File: src/rtl/serial_out.sv
// serial_out: reads num_words RAM rows and shifts fields 0..feat of each row out one bit per
// accepted cycle over a valid/ready handshake, field 0 first, each field MSB first.
//
// Ports:
//   CLK, RST          clock (rising edge), synchronous active-high reset
//   start             one-cycle request, sampled only while idle
//   feat, num_words   active feature count and row count, latched when start is accepted
//   addr, rd_en       RAM read address / strobe (addr driven while busy)
//   rdata             RAM row, valid the cycle after rd_en
//   ser, ser_valid    serial bit and its valid flag
//   ser_ready         downstream accepts the presented bit this cycle
//   frame_start       high while the first bit of a row is presented
//   busy, done        transfer in progress / one-cycle completion pulse
module serial_out #(
  parameter int unsigned ADDR_WIDTH   = 12,
  parameter int unsigned MAX_FEATURES = 15,
  parameter int unsigned LENGTH       = 16,
  parameter int unsigned DATA_WIDTH   = LENGTH * (MAX_FEATURES + 1)
) (
  input  logic                  CLK,
  input  logic                  RST,
  input  logic                  start,
  input  logic [3:0]            feat,
  input  logic [ADDR_WIDTH-1:0] num_words,
  output logic [ADDR_WIDTH-1:0] addr,
  output logic                  rd_en,
  input  logic [DATA_WIDTH-1:0] rdata,
  output logic                  ser,
  output logic                  ser_valid,
  input  logic                  ser_ready,
  output logic                  frame_start,
  output logic                  busy,
  output logic                  done
);

  typedef enum logic [2:0] {StIdle, StFetch, StLoad, StShift, StDone} state_e;

  state_e                r_state, w_state_next;
  logic [3:0]            r_feat;
  logic [ADDR_WIDTH-1:0] r_num;
  logic [ADDR_WIDTH-1:0] r_idx;
  logic [DATA_WIDTH-1:0] r_shift;
  logic [8:0]            r_bit_cnt;
  logic                  r_first;

  logic                  w_accept;
  logic                  w_last;
  logic                  w_more;
  logic [8:0]            w_row_bits;
  logic [DATA_WIDTH-1:0] w_row_ordered;

  assign w_accept   = (r_state == StShift) && ser_ready;
  assign w_last     = w_accept && (r_bit_cnt == 9'd1);
  // One extra bit so the compare stays correct when r_idx is all ones.
  assign w_more     = ({1'b0, r_idx} + 1'b1) < {1'b0, r_num};
  assign w_row_bits = 9'((32'(r_feat) + 32'd1) * LENGTH);

  // Place field 0 at the top of the shift register so a left shift yields field 0 first,
  // MSB first, then ascending fields.
  always_comb begin
    w_row_ordered = '0;
    for (int k = 0; k < int'(MAX_FEATURES + 1); k++) begin
      w_row_ordered[DATA_WIDTH - 1 - k * LENGTH -: LENGTH] = rdata[k * LENGTH +: LENGTH];
    end
  end

  // State register.
  always_ff @(posedge CLK) begin
    if (RST) r_state <= StIdle;
    else     r_state <= w_state_next;
  end

  // Next-state logic.
  always_comb begin
    w_state_next = r_state;
    unique case (r_state)
      StIdle:  if (start) w_state_next = (num_words != '0) ? StFetch : StDone;
      StFetch: w_state_next = StLoad;
      StLoad:  w_state_next = StShift;
      StShift: if (w_last) w_state_next = w_more ? StFetch : StDone;
      StDone:  w_state_next = StIdle;
      default: w_state_next = StIdle;
    endcase
  end

  // Outputs.
  always_comb begin
    addr        = '0;
    rd_en       = 1'b0;
    ser         = 1'b0;
    ser_valid   = 1'b0;
    frame_start = 1'b0;
    busy        = 1'b0;
    done        = 1'b0;
    unique case (r_state)
      StFetch: begin
        addr  = r_idx;
        rd_en = 1'b1;
        busy  = 1'b1;
      end
      StLoad: begin
        addr = r_idx;
        busy = 1'b1;
      end
      StShift: begin
        addr        = r_idx;
        busy        = 1'b1;
        ser_valid   = 1'b1;
        ser         = r_shift[DATA_WIDTH-1];
        frame_start = r_first;
      end
      StDone:  done = 1'b1;
      default: ;
    endcase
  end

  // Datapath: latched request, word index, row shift register and bit counter.
  always_ff @(posedge CLK) begin
    if (RST) begin
      r_feat    <= '0;
      r_num     <= '0;
      r_idx     <= '0;
      r_shift   <= '0;
      r_bit_cnt <= '0;
      r_first   <= 1'b0;
    end else begin
      unique case (r_state)
        StIdle: begin
          if (start) begin
            r_feat <= feat;
            r_num  <= num_words;
            r_idx  <= '0;
          end
        end
        StLoad: begin
          r_shift   <= w_row_ordered;
          r_bit_cnt <= w_row_bits;
          r_first   <= 1'b1;
        end
        StShift: begin
          if (w_accept) begin
            r_shift   <= r_shift << 1;
            r_bit_cnt <= r_bit_cnt - 9'd1;
            r_first   <= 1'b0;
          end
          if (w_last && w_more) r_idx <= r_idx + 1'b1;
        end
        default: ;
      endcase
    end
  end

endmodule

File: config.mk
export PLATFORM = sky130hd
export DESIGN_NAME = serial_out
export DESIGN_NICKNAME = d
export VERILOG_FILES = /design/src/rtl/serial_out.sv
export SDC_FILE = /design/constraint.sdc
export NUM_CORES = 1
export LEC_CHECK = 0
export BUFFER_PORTS_ARGS = -buffer_cell sky130_fd_sc_hd__buf_2
export CORE_ASPECT_RATIO = 1.5
export CORE_MARGIN = 2
export CORE_UTILIZATION = 55
export CTS_CLUSTER_SIZE = 28
export DETAILED_ROUTE_END_ITERATION = 8
export HOLD_SLACK_MARGIN = 0.08
export MAX_ROUTING_LAYER = met4
export PLACE_DENSITY = 0.81
export SLEW_MARGIN = 20
export SYNTH_ARGS = -nofsm -noshare
export SYNTH_HDL_FRONTEND = slang
export SYNTH_SLANG_ARGS = --single-unit
File: constraint.sdc
create_clock -name CLK -period 3.35 [get_ports CLK]
set_input_delay 0.67 -clock CLK [delete_from_list [all_inputs] [get_ports CLK]]
set_output_delay 0.67 -clock CLK [all_outputs]
set_load 0.005 [all_outputs]
After elaboration in Yosys (flattened, before gate mapping)

Index checks and enable logic that the tools add are counted.

Logic and storage cells: 54
Output and inout bits: 18
Flip-flop bits (word level): 297

Muxes and demuxes: 21
Magnitude comparators: 1
Reductions and logical operators: 12
Add/sub/neg operators: 4
Equal/unequal tests: 9

Operator list:

| cell                    | number |
|---|---|
| $pmux W256 S2           | 1 |
| $mux W256               | 1 |
| $mux W12                | 3 |
| $pmux W12 S2            | 1 |
| $pmux W9 S2             | 1 |
| $add A12 B1 Y13 const B | 1 |
| $lt A13 B12 Y1          | 1 |
| $add A12 B1 Y12 const B | 1 |
| $mux W3                 | 4 |
| $pmux W3 S4             | 1 |
| $reduce_bool A12 Y1     | 1 |
| $eq A9 B1 Y1 const B    | 1 |
| $mux W9                 | 1 |
| $sub A9 B1 Y9 const B   | 1 |
| $mux W1                 | 7 |
| $eq A3 B2 Y1 const B    | 2 |
| $ne A2 B2 Y1 const B    | 3 |
| $reduce_and A2 Y1       | 3 |
| $add A4 B1 Y5 const B   | 1 |
| $reduce_bool A2 Y1      | 2 |
| $eq A3 B1 Y1 const B    | 1 |
| $eq A3 B3 Y1 const B    | 1 |
| $logic_and A1 B1 Y1     | 3 |
| $logic_not A3 Y1        | 1 |
| other kinds (4)         | 4 |

Logic depth before layout (Yosys ltp)

Gate-level depths: netlist of run 1.

Word-level depth: 6
Gate-level depth with buffers: 11
Depth with buffers taken out: 10

Least setup slack after synthesis of run 1

No wires, ideal clock.

Path kind: register to register
Start point: register r_idx[3]
End point: register r_idx[2]
Arrival time: 2718 ps
Stages on the path, launching flop included: 12
Clock period less this slack: 2785 ps
Slack: 565 ps
Setup time: 67 ps
Path through: dfxtp_1 -> nand4_4 -> nor4_1 -> nor2_1 -> or2_2 -> ha_1 -> and3_1 -> nand2_1 -> a221o_1 -> a311o_1 -> buf_6 -> o21ai_2

Word-level cells in the longest chain between the ends: 5

RTL lines:

| item                               | line | source |
|---|---|---|
| start: declaration                 | 41   | `logic [ADDR_WIDTH-1:0] r_idx;` |
| start signal: assignment           | 146  | `if (w_last && w_more) r_idx <= r_idx + 1'b1;` |
| $add A12 B1 Y13                    | 55   | `assign w_more = ({1'b0, r_idx} + 1'b1) < {1'b0, r_num};` |
| $lt A13 B12 Y1                     | 55   |  |
| $logic_and A1 B1 Y1                | 146  |  |
| $ne A2 B1 Y1 (no source line)      | -    |  |
| $reduce_and A3 Y1 (no source line) | -    |  |

Every way passes these cells.
A chain may end at the register's enable or synchronous reset.

Final worst setup path of run 1

Start point: register r_idx[0]
End point: register r_idx[11]

Word-level cells in the longest chain between the ends: 5
Elaborated cells on any way between the ends: 8
Classes of those cells: add/sub (2); order compare (1); eq/ne (1); mux (2); reduce/logical (2)

RTL lines:

| item                               | line |
|---|---|
| $add A12 B1 Y13                    | 55 |
| $lt A13 B12 Y1                     | 55 |
| $logic_and A1 B1 Y1                | 146 |
| $ne A2 B1 Y1 (no source line)      | - |
| $reduce_and A3 Y1 (no source line) | - |

Parallel ways exist; a longest one is shown, timed or not. The select of a mux whose other input is x is not followed.

==> results.md, run 1 <==
- **worst clock skew** 0.0108 ns
- **fraction of the yosys area taken by sequential cells** 44.2%
- **final core utilization** 66.1%
- **required time of the critical path** 3.82 ns
- **Final period util** 94.0%
- **Least-Margin Pin Slew** 0.739 ns
- **crit path launch type** flip-flop
- **Layout area overhead** 18.9%
- **fraction of final layout cells with drive strength greater than 1** 19.8%
- **mean instance size in the synthesized netlist** 7.65 µm²
- **flops & latches, synth** 297
- **vias in the first global route** 12200
- **first-iteration detailed-routing DRC count** 775
- **class of the worst hold path** in -> reg
- **area enclosed by the die boundary** 25700 µm²
- **Worst setup EP type** flip-flop
- **Cells after Synth** 1757
- **Final Critical Period** 3.15 ns
- **data arrival time of the critical path** 3.62 ns
- **starting utilization of the core area** 55.6%
- **total power per unit cell area** 606 nW/µm²
- **final global-route overflow total** 0
- **IR drop worst, VDD** 531 µV
- **FILL cells** 2065
- **GRT Util Overall** 26.7%
- **endpoints failing setup** 0
- **max-cap viol count** 0
- **slowest stage cell, crit path** a311o_1
- **number of iterations in the first detailed-routing pass** 5
- **maximum buffer depth of the clock tree** 3
- **clk sinks** 297
- **critical path class** reg -> reg
- **global-route wire length before repair** 57200 µm
- **post-synthesis instance area** 13400 µm²
- **Warnings, synthesis** 0
- **routability congestion estimate** 0.890
- **upper clock frequency limit** 317 MHz
- **distinct cell type count after synthesis** 56
- **most frequent cells after synthesis** nand2_1 (557), dfxtp_1 (297), nor2_1 (278), a311oi_1 (255), clkbuf_1 (88)
- **number of buffers inserted by post-CTS setup repair** 0
- **total of hold buffers inserted after clock tree synthesis** 0
- **die boundary height** 195 µm
- **area occupied by multi-input gates** 6740 µm²
- **number of flops mapped to enable cells by yosys** 0
- **master cell of the clock root buffer** clkbuf_16
- **count of input and output buffers** 293
- **number of placed I/O pins** 294
- **status** completed
- **most used standard cell by instance count after synthesis** nand2_1
- **slowest cell delay on critical path** 0.52 ns
- **maximum level of the CTS H-tree** 1
- **standard cell core area** 24200 µm²
- **RSZ-0062 raised after global routing** false
- **wire length after detailed routing** 34800 µm
- **source-to-sink clock delay at the later pin of the worst-skew pair** 0.54 ns
- **largest net degree at the start of global routing** 191
- **headroom to the max-slew limit** 50.7%
- **max-slew violation total from the final report** 0
- **site row count** 70
- **net count after synthesis** 2049
- **DRC errors left** 0
- **total clock buffers created by CTS** 29
- **cell-by-cell listing of the critical path** ha_1, nand4_1, and2_1, or2_2, ha_1, and4_1, nand2_1, a221o_1, a311o_1, o21ai_1
- **antenna violations before repair** 13
- **proportion of netlist area held by the largest area contributor** 44.2%
- **post-layout power** 9680 µW
- **biggest area contributors in the synthesized netlist** dfxtp_1 (44%), a311oi_1 (17%), nand2_1 (16%), nor2_1 (7.8%), clkbuf_1 (2.5%)
- **Routed WL per cell** 15.1 µm
- **proportion of synthesized flip-flops having asynchronous set or reset** 0%
- **CTS tree** built
- **largest fanout on the critical path** 10
- **vias per cell** 5.67
- **WHS** 0.369 ns
- **count of placed standard cells in the final layout, fillers left out** 2301
- **cell count after placement** 2235
- **die width** 132 µm
- **number of antenna-violating nets in the routed design** 0
- **most repeated library cell on the critical path** ha_1
- **via count** 13100
- **predominant post-synthesis flop cell** dfxtp_1
- **hpwl dp** 22500 µm
- **number of failing hold endpoints at the final stage** 0
- **Sequential cell area** 5950 µm²
- **number of nets at the end of the flow** 2235
- **clock-pin slew of the registers on the worst-case setup and hold paths** 0.07 ns
- **Synth area leader** dfxtp_1
- **static leakage power** 0.00644 µW
## cell families after synthesis
kind of cell               Yosys count  synth area share, %
and+or+nand+nor                    917                 27.4
AOI/OAI and AO/OA                  332                 20.4
DFF                                297                 44.2
buffers and inverters              187                 5.93
adders and majority gates           16                 1.49
xor gates and xnor gates             8                0.521
## final timing paths
check / from / to / slack (ns) / depth (start not counted)
setup / recovery: r_idx[0] / r_idx[11] / 0.20 / 10
hold / removal: feat[1] / r_feat[1] / 0.37 / 3
setup reg to reg: r_idx[0] / r_idx[11] / 0.20 / 10
hold reg to reg: r_num[11] / r_num[11] / 0.46 / 2
## metrics by stage
| step | area, µm² | setup TNS (ns) | setup slack (ns) |
|---|---|---|---|
| 2_1_floorplan | 13400 | 0 | 0.565 |
| 3_3_place_gp | 14900 | 0 | 0.0442 |
| 3_5_place_dp | 14900 | -0.0458 | -0.0152 |
| 4_1_cts | 15900 | 0 | 0.0783 |
| 5_1_grt | 16000 | 0 | 0.0207 |
| 6_report | 16000 | 0 | 0.200 |
## cell type report
class	instances	share of cell area [%]
Multi-Input combinational cell	1274	42.2
Sequential cell	297	37.2
Timing Repair Buffer	313	10.8
Clock buffer	43	5.43
Tap cell	324	2.54
Clock inverter	9	0.908
Inverter	28	0.705
Antenna cell	13	0.204
## cell usage in the layout, fill, tap and decap left out, types with 4 or more instances in the layout
cell       count
o21ai_2       11
nand3_1        6
and2_1         6
buf_4         12
bufinv_16      4
a311oi_1     255
clkbuf_1       5
clkinv_2       5
clkbuf_16     29
nand4_1        9
xnor2_1        4
clkbuf_8      10
or2_2          6
nand2_1      557
inv_1         26
buf_12         8
nor2_1       278
ha_1          16
buf_2        292
a21oi_1       32
dfxtp_1      297
o21ai_0        7
xor2_1         4
diode_2       13
o2111ai_1      6
nor3_1        27
## layer usage
| layer | up-vias | GRT usage [%] | routed length (µm) |
|---|---|---|---|
| li1 | 6507 | - | - |
| met1 | 6118 | 32.0 | 14200 |
| met2 | 354 | 45.0 | 17400 |
| met3 | 75 | 4.67 | 1980 |
| met4 | 0 | 10.1 | 1230 |
| met5 | - | - | 0 |
## registers in the layout, indices dropped and copies added (netlist names)
| signal | flops |
|---|---|
| r_first | 1 |
| r_feat | 4 |
| r_bit_cnt | 9 |
| r_state | 3 |
| r_shift | 256 |
| r_num | 12 |
| r_idx | 12 |
## worst max-delay path, delay by kind of cell (launching register included)
kind | cells | cell delay [ns]
DFF | 1 | 0.48
adders and majority gates | 2 | 0.63
AOI/OAI and AO/OA | 3 | 1.10
and+or+nand+nor | 5 | 0.87
## report_power, final
part	switching, µW	internal, µW
Sequential	304	4060
Combinational	1120	744
Clock	1360	2090
Total	2790	6900
## repair_timing
action                                  4_1_cts  5_1_grt
pin swaps                                     0        1
endpoints found under the setup margin       11       13
cloned                                        0        1
gates resized for setup                       1        3
Note: power is estimated with default switching activity, not from simulation.
==> inputs of run 2 (changes only) <==
- BUFFER_PORTS_ARGS: -buffer_cell sky130_fd_sc_hd__buf_2 -> -buffer_cell sky130_fd_sc_hd__buf_4
==> run 2 against run 1 <==
- combinational power up 4%
- sequential share of layout area down 1.4 points
- highest routed layer unchanged
- worst setup slack worse by 0.011 ns
==> results.md, run 2 (synthesized netlist as in run 1, its figures left out) <==
- **count of input and output buffers** 293, unchanged
- **endpoints failing setup** 0, unchanged
- **max-cap viol count** 0, unchanged
- **count of placed standard cells in the final layout, fillers left out** 2290, -0.48%
- **die width** 132 µm, unchanged
- **starting utilization of the core area** 55.6%, unchanged
- **commonest non-fill, non-tap cells in the layout** nand2_1 (557), buf_4 (309), dfxtp_1 (295)
- **largest net degree at the start of global routing** 149, -22%
- **DRC errors left** 0, unchanged
- **data arrival time of the critical path** 3.62 ns, about the same
- **total negative slack** 0 ns, unchanged
- **maximum level of the CTS H-tree** 1, unchanged
- **maximum buffer depth of the clock tree** 3, unchanged
- **Least-Margin Pin Slew** 0.839 ns, +0.100 ns
- **via count** 13000, -0.15%
- **cell count after placement** 2238, +0.13%
- **standard cell core area** 24200 µm², unchanged
- **IR drop worst, VDD** 451 µV, -15%
- **Layout area overhead** 23.5%
- **antenna violations before repair** 1, -12
- **hpwl dp** 23400 µm, +3.9%
- **Routed WL per cell** 15.4 µm, +1.8%
- **number of iterations in the first detailed-routing pass** 4, -1
- **Worst setup EP type** flip-flop
- **Largest regs** r_shift x256, r_idx x12, r_num x12
- **total clock buffers created by CTS** 29, unchanged
- **area enclosed by the die boundary** 25700 µm², unchanged
- **Final period util** 94.4%, +0.33 points
- **RSZ-0062 raised after global routing** false
- **post-place instance area** 15600 µm², +4.8%
- **largest register by flop count** r_shift
- **source-to-sink clock delay at the later pin of the worst-skew pair** 0.54 ns, about the same
- **status** completed
- **static leakage power** 0.00665 µW, +3.2%
- **master cell of the clock root buffer** clkbuf_16
- **number of placed I/O pins** 294, unchanged
- **class of the worst hold path** in -> reg
- **crit path launch type** flip-flop
- **required time of the critical path** 3.81 ns, about the same
- **first-iteration detailed-routing DRC count** 814, +5.0%
- **area of all placed cells without fillers** 16600 µm², +3.9%
- **most common cell after layout, fill and taps aside** nand2_1
- **vias per cell** 5.69, +0.33%
- **clk sinks** 297, unchanged
- **Largest register FFs** 256, unchanged
- **number of antenna-violating nets in the routed design** 0, unchanged
- **global-route wire length before repair** 57900 µm, +1.1%
- **Final Critical Period** 3.16 ns, +0.0112 ns
- **vias in the first global route** 12400, +1.7%
- **worst clock skew** 0.00865 ns, -0.00213 ns
- **critical path class** reg -> reg
- **Register-to-Register Path Depth** 10, unchanged
- **routability congestion estimate** 0.865, -2.8%
- **die boundary height** 195 µm, unchanged
- **clock-pin slew of the registers on the worst-case setup and hold paths** 0.06 ns, about the same
- **upper clock frequency limit** 316 MHz, -0.35%
- **largest fanout on the critical path** 11, +1
- **max-slew violation total from the final report** 0, unchanged
- **GRT Util Overall** 27.0%, +0.32 points
- **number of nets at the end of the flow** 2237, +0.089%
- **headroom to the max-slew limit** 44.1%, -6.7 points
- **wire length after detailed routing** 35300 µm, +1.4%
- **setup slack after placement** 0.0295 ns, +0.0447 ns
- **number of failing hold endpoints at the final stage** 0, unchanged
- **fraction of final layout cells with drive strength greater than 1** 20.1%, +0.30 points
- **site row count** 70, unchanged
- **final global-route overflow total** 0, unchanged
- **CTS tree** built
- **setup slack after layout** 0.189 ns, -0.0112 ns
- **hold path depth** 3, unchanged
- **total power per unit cell area** 577 nW/µm², -4.8%
[run 2: changes by cell type in the layout (fill, tap and decap cells not counted), sizes merged]
cell,before,now
clkbuf,44,42
a311o,2,1
diode,13,1
bufinv,4,2
clkinvlp,0,1
clkinv,5,7
buf,312,315
[run 2: through the flow]
step / utilization (%) / power (µW) / hold WS, ns
global placement: 64.6 / 6290 / 0.445
CTS: 68.6 / 9640 / 0.367
floorplan: - / 5780 / 0.436
finish: 68.7 / 9580 / 0.389
global route: 68.7 / 10100 / 0.388
detailed placement: 64.6 / 6370 / 0.448
[run 2: timing repair]
item                                    4_1_cts  5_1_grt
hold buffers                                  0        0
endpoints found under the setup margin        1       13
setup buffers                                 0        0
endpoints found under the hold margin         0        0
resized for setup                             1        5
pin swaps                                     0        1
[run 2: final timing paths]
check                                 from    endpoint  slack, ns
worst min-delay path            rdata[240]  r_shift[0]       0.39
worst max-delay path              r_idx[3]    r_idx[3]       0.19
worst max register to register    r_idx[3]    r_idx[3]       0.19
worst min register to register    r_num[4]    r_num[4]       0.46
[run 2: per-layer routing]
layer,track usage (%),vias up,share of wire (%),wire length (µm)
li1,-,6484,-,-
met5,-,-,0,0
met4,11.9,0,4.4,1570
met2,46.2,364,50,17600
met3,4.80,95,5.7,2000
met1,31.1,6091,40,14200
[run 2: layout make-up]
class	count	area [µm²]
fillers	2130	7570
diodes	1	2.50
well taps	324	405
multi-input cells	1273	6740
flip-flops and latches	297	5950
clock buffers	41	851
repair buffers	316	2440
inverters	28	113
clock inverters	10	103
[run 2: worst max-delay path: stages (launching register included)]
cell     delay (ns)
dfxtp_1        0.45
nand4_4        0.21
nor4_4         0.33
nor2_1         0.08
or2_2          0.31
ha_1           0.30
and3_1         0.22
nand2_1        0.07
a221o_1        0.38
a311o_2        0.57
o21ai_2        0.18
[run 2: power by group]
group | internal (µW) | switching [µW] | total [µW] | leakage, µW
Clock | 1910 | 1360 | 3270 | 0.000475
Sequential | 4060 | 297 | 4360 | 0.00243
Combinational | 832 | 1120 | 1950 | 0.00374
==> inputs of run 3 (changes only) <==
- CORE_UTILIZATION: 55 -> 35
- PLACE_DENSITY: 0.81 -> not set
- clock period: 3.35 -> 3.3 ns (I/O delays scaled with it)
==> run 3 against run 2 <==
- combinational power grew 4%
- core utilization fell by 24 points
- flip-flop and latch count is the same
- clock power barely moved
- register-to-register slack lost 0.03 ns
- critical path type unchanged
- worst setup slack got worse by 0.034 ns
- clock skew up 0.0071 ns
- cell count rose by 7.3%
- sequential share of layout area is 0.55 points lower
- routed wire length is 8.1% higher
==> results.md, run 3 (synthesized netlist as in run 1, its figures left out) <==
- **clock-pin slew of the registers on the worst-case setup and hold paths** 0.06 ns, about the same
- **starting utilization of the core area** 35.6%, -20 points
- **max-slew violation total from the final report** 0, unchanged
- **final global-route overflow total** 0, unchanged
- **critical path launch point** r_idx[3]
- **amount of wire on met2 after detailed routing** 19200 µm, +9.2%
- **number of nets at the end of the flow** 2241, +0.18%
- **number of failing hold endpoints at the final stage** 0, unchanged
- **class of the worst hold path** in -> reg
- **r2r setup slk** 0.16 ns, -0.03 ns
- **total power per unit cell area** 578 nW/µm², about the same
- **die boundary height** 244 µm, +25%
- **crit path launch type** flip-flop
- **count of input and output buffers** 293, unchanged
- **maximum buffer depth of the clock tree** 3, unchanged
- **vias in the first global route** 12600, +1.7%
- **die width** 164 µm, +25%
- **number of antenna-violating nets in the routed design** 0, unchanged
- **number of placed I/O pins** 294, unchanged
- **wire length after detailed routing** 38200 µm, +8.1%
- **final core utilization** 44.6%, -24 points
- **Final Critical Period** 3.14 ns, -0.0164 ns
- **setup slack after layout** 0.155 ns, -0.0336 ns
- **master cell of the clock root buffer** clkbuf_16
- **upper clock frequency limit** 318 MHz, +0.52%
- **max-cap viol count** 0, unchanged
- **setup slack after placement** 0.00931 ns, -0.0202 ns
- **commonest non-fill, non-tap cells in the layout** nand2_1 (557), buf_4 (308), dfxtp_1 (297)
- **headroom to the max-slew limit** 47.8%, +3.7 points
- **critical register-to-register path endpoint** r_idx[11]
- **IR drop worst, VDD** 360 µV, -20%
- **hold path depth** 3, unchanged
- **routability congestion estimate** 0.816, -5.6%
- **standard cell core area** 37800 µm², +56%
- **most common cell after layout, fill and taps aside** nand2_1
- **GRT Util Overall** 19.0%, -8.0 points
- **Register-to-Register Path Depth** 10, unchanged
- **area enclosed by the die boundary** 40000 µm², +56%
- **Final period util** 95.3%, +0.93 points
- **largest register by flop count** r_shift
- **maximum level of the CTS H-tree** 1, unchanged
- **via count** 12900, -0.67%
- **reg-to-reg critical path startpoint** r_idx[3]
- **Least-Margin Pin Slew** 0.783 ns, -0.0562 ns
- **source-to-sink clock delay at the later pin of the worst-skew pair** 0.56 ns, +0.02 ns
- **total of hold buffers inserted after clock tree synthesis** 0, unchanged
- **total clock buffers created by CTS** 30, +3.4%
- **Layout area overhead** 25.4%
- **required time of the critical path** 3.79 ns, -0.02 ns
- **Largest regs** r_shift x256, r_idx x12, r_num x12
- **antenna violations before repair** 0, -1
- **critical path class** reg -> reg
- **first-iteration detailed-routing DRC count** 812, -0.25%
- **global-route wire length before repair** 61600 µm, +6.4%
- **largest net degree at the start of global routing** 158, +6.0%
- **start point of the worst hold path** feat[0]
- **met3 wire length** 2150 µm, +7.7%
- **endpoints failing setup** 0, unchanged
- **static leakage power** 0.00665 µW, about the same
- **vias per cell** 5.27, -7.4%
- **Routed WL per cell** 15.5 µm, +0.78%
- **fraction of final layout cells with drive strength greater than 1** 19.8%, -0.23 points
- **FILL cells** 3839, +80%
- **largest fanout on the critical path** 11, unchanged
- **Worst setup EP type** flip-flop
- **hpwl dp** 25100 µm, +7.1%
- **CTS tree** built
- **site row count** 87, +24%
- **worst clock skew** 0.0157 ns, +0.00707 ns
- **DRC errors left** 0, unchanged
- **routed metal-1 wirelength** 15900 µm, +12%
- **data arrival time of the critical path** 3.64 ns, +0.02 ns
- **uppermost signal routing layer after detailed routing** met4
- **clk sinks** 297, unchanged
- **total negative slack** 0 ns, unchanged
- **Hold Crit Endpoint** r_feat[0]
- **count of antenna diodes in the layout** 0, -1
- **number of iterations in the first detailed-routing pass** 5, +1
- **status** completed
- **Largest register FFs** 256, unchanged
==> run 3: final cells by class <==
class / count / area, µm² / share of cell area [%]
inverters: 28 / 113 / 0.668
well taps: 489 / 612 / 3.63
repair buffers: 319 / 2530 / 15.0
multi-input cells: 1273 / 6720 / 39.9
clock inverters: 7 / 60.1 / 0.356
clock buffers: 44 / 875 / 5.19
flip-flops and latches: 297 / 5950 / 35.3
==> run 3: worst max-delay path by stage <==
stage,endpoint,cells past startpoint
floorplan,r_idx[2],11
global placement,r_idx[11],10
detailed placement,r_idx[11],10
CTS,r_idx[11],10
global route,r_idx[11],10
finish,r_idx[11],10
==> run 3: critical path: stages, from the launching register on <==
cell and delay, ns:
dfxtp_1 0.47, nand4_4 0.20, nor4_2 0.38, nor2_1 0.09
or2_2 0.30, ha_1 0.29, and3_1 0.21, nand2_1 0.08
a221o_1 0.32, a311o_2 0.55, o21ai_1 0.18
==> run 3: routing by layer <==
layer	vias to the layer above	global-route usage, %
met3	63	3.58
met4	0	6.01
met5	-	-
met1	6081	22.2
met2	311	32.8
li1	6492	-
==> run 3: power by group <==
group / internal [µW] / switching (µW) / leakage (µW)
registers: 4130 / 283 / 0.00243
logic: 867 / 1160 / 0.00376
clock network: 1890 / 1410 / 0.000465
==> run 3: what timing repair did <==
| action | in CTS | in global routing |
|---|---|---|
| pin swaps | 0 | 1 |
| resized for setup | 1 | 1 |
| setup endpoints to repair | 2 | 12 |
| buffers inserted | 0 | 0 |
==> run 3: metrics by stage <==
stage               hold slack [ns]  cells  instance area (µm²)  power, µW
finish                        0.349   2457                16900       9730
global route                  0.337   2457                16900      10300
CTS                           0.315   2457                16800       9880
detailed placement            0.450   2406                15900       6520
global placement              0.449   2406                15900       6460
floorplan                     0.436   1757                13400       5860
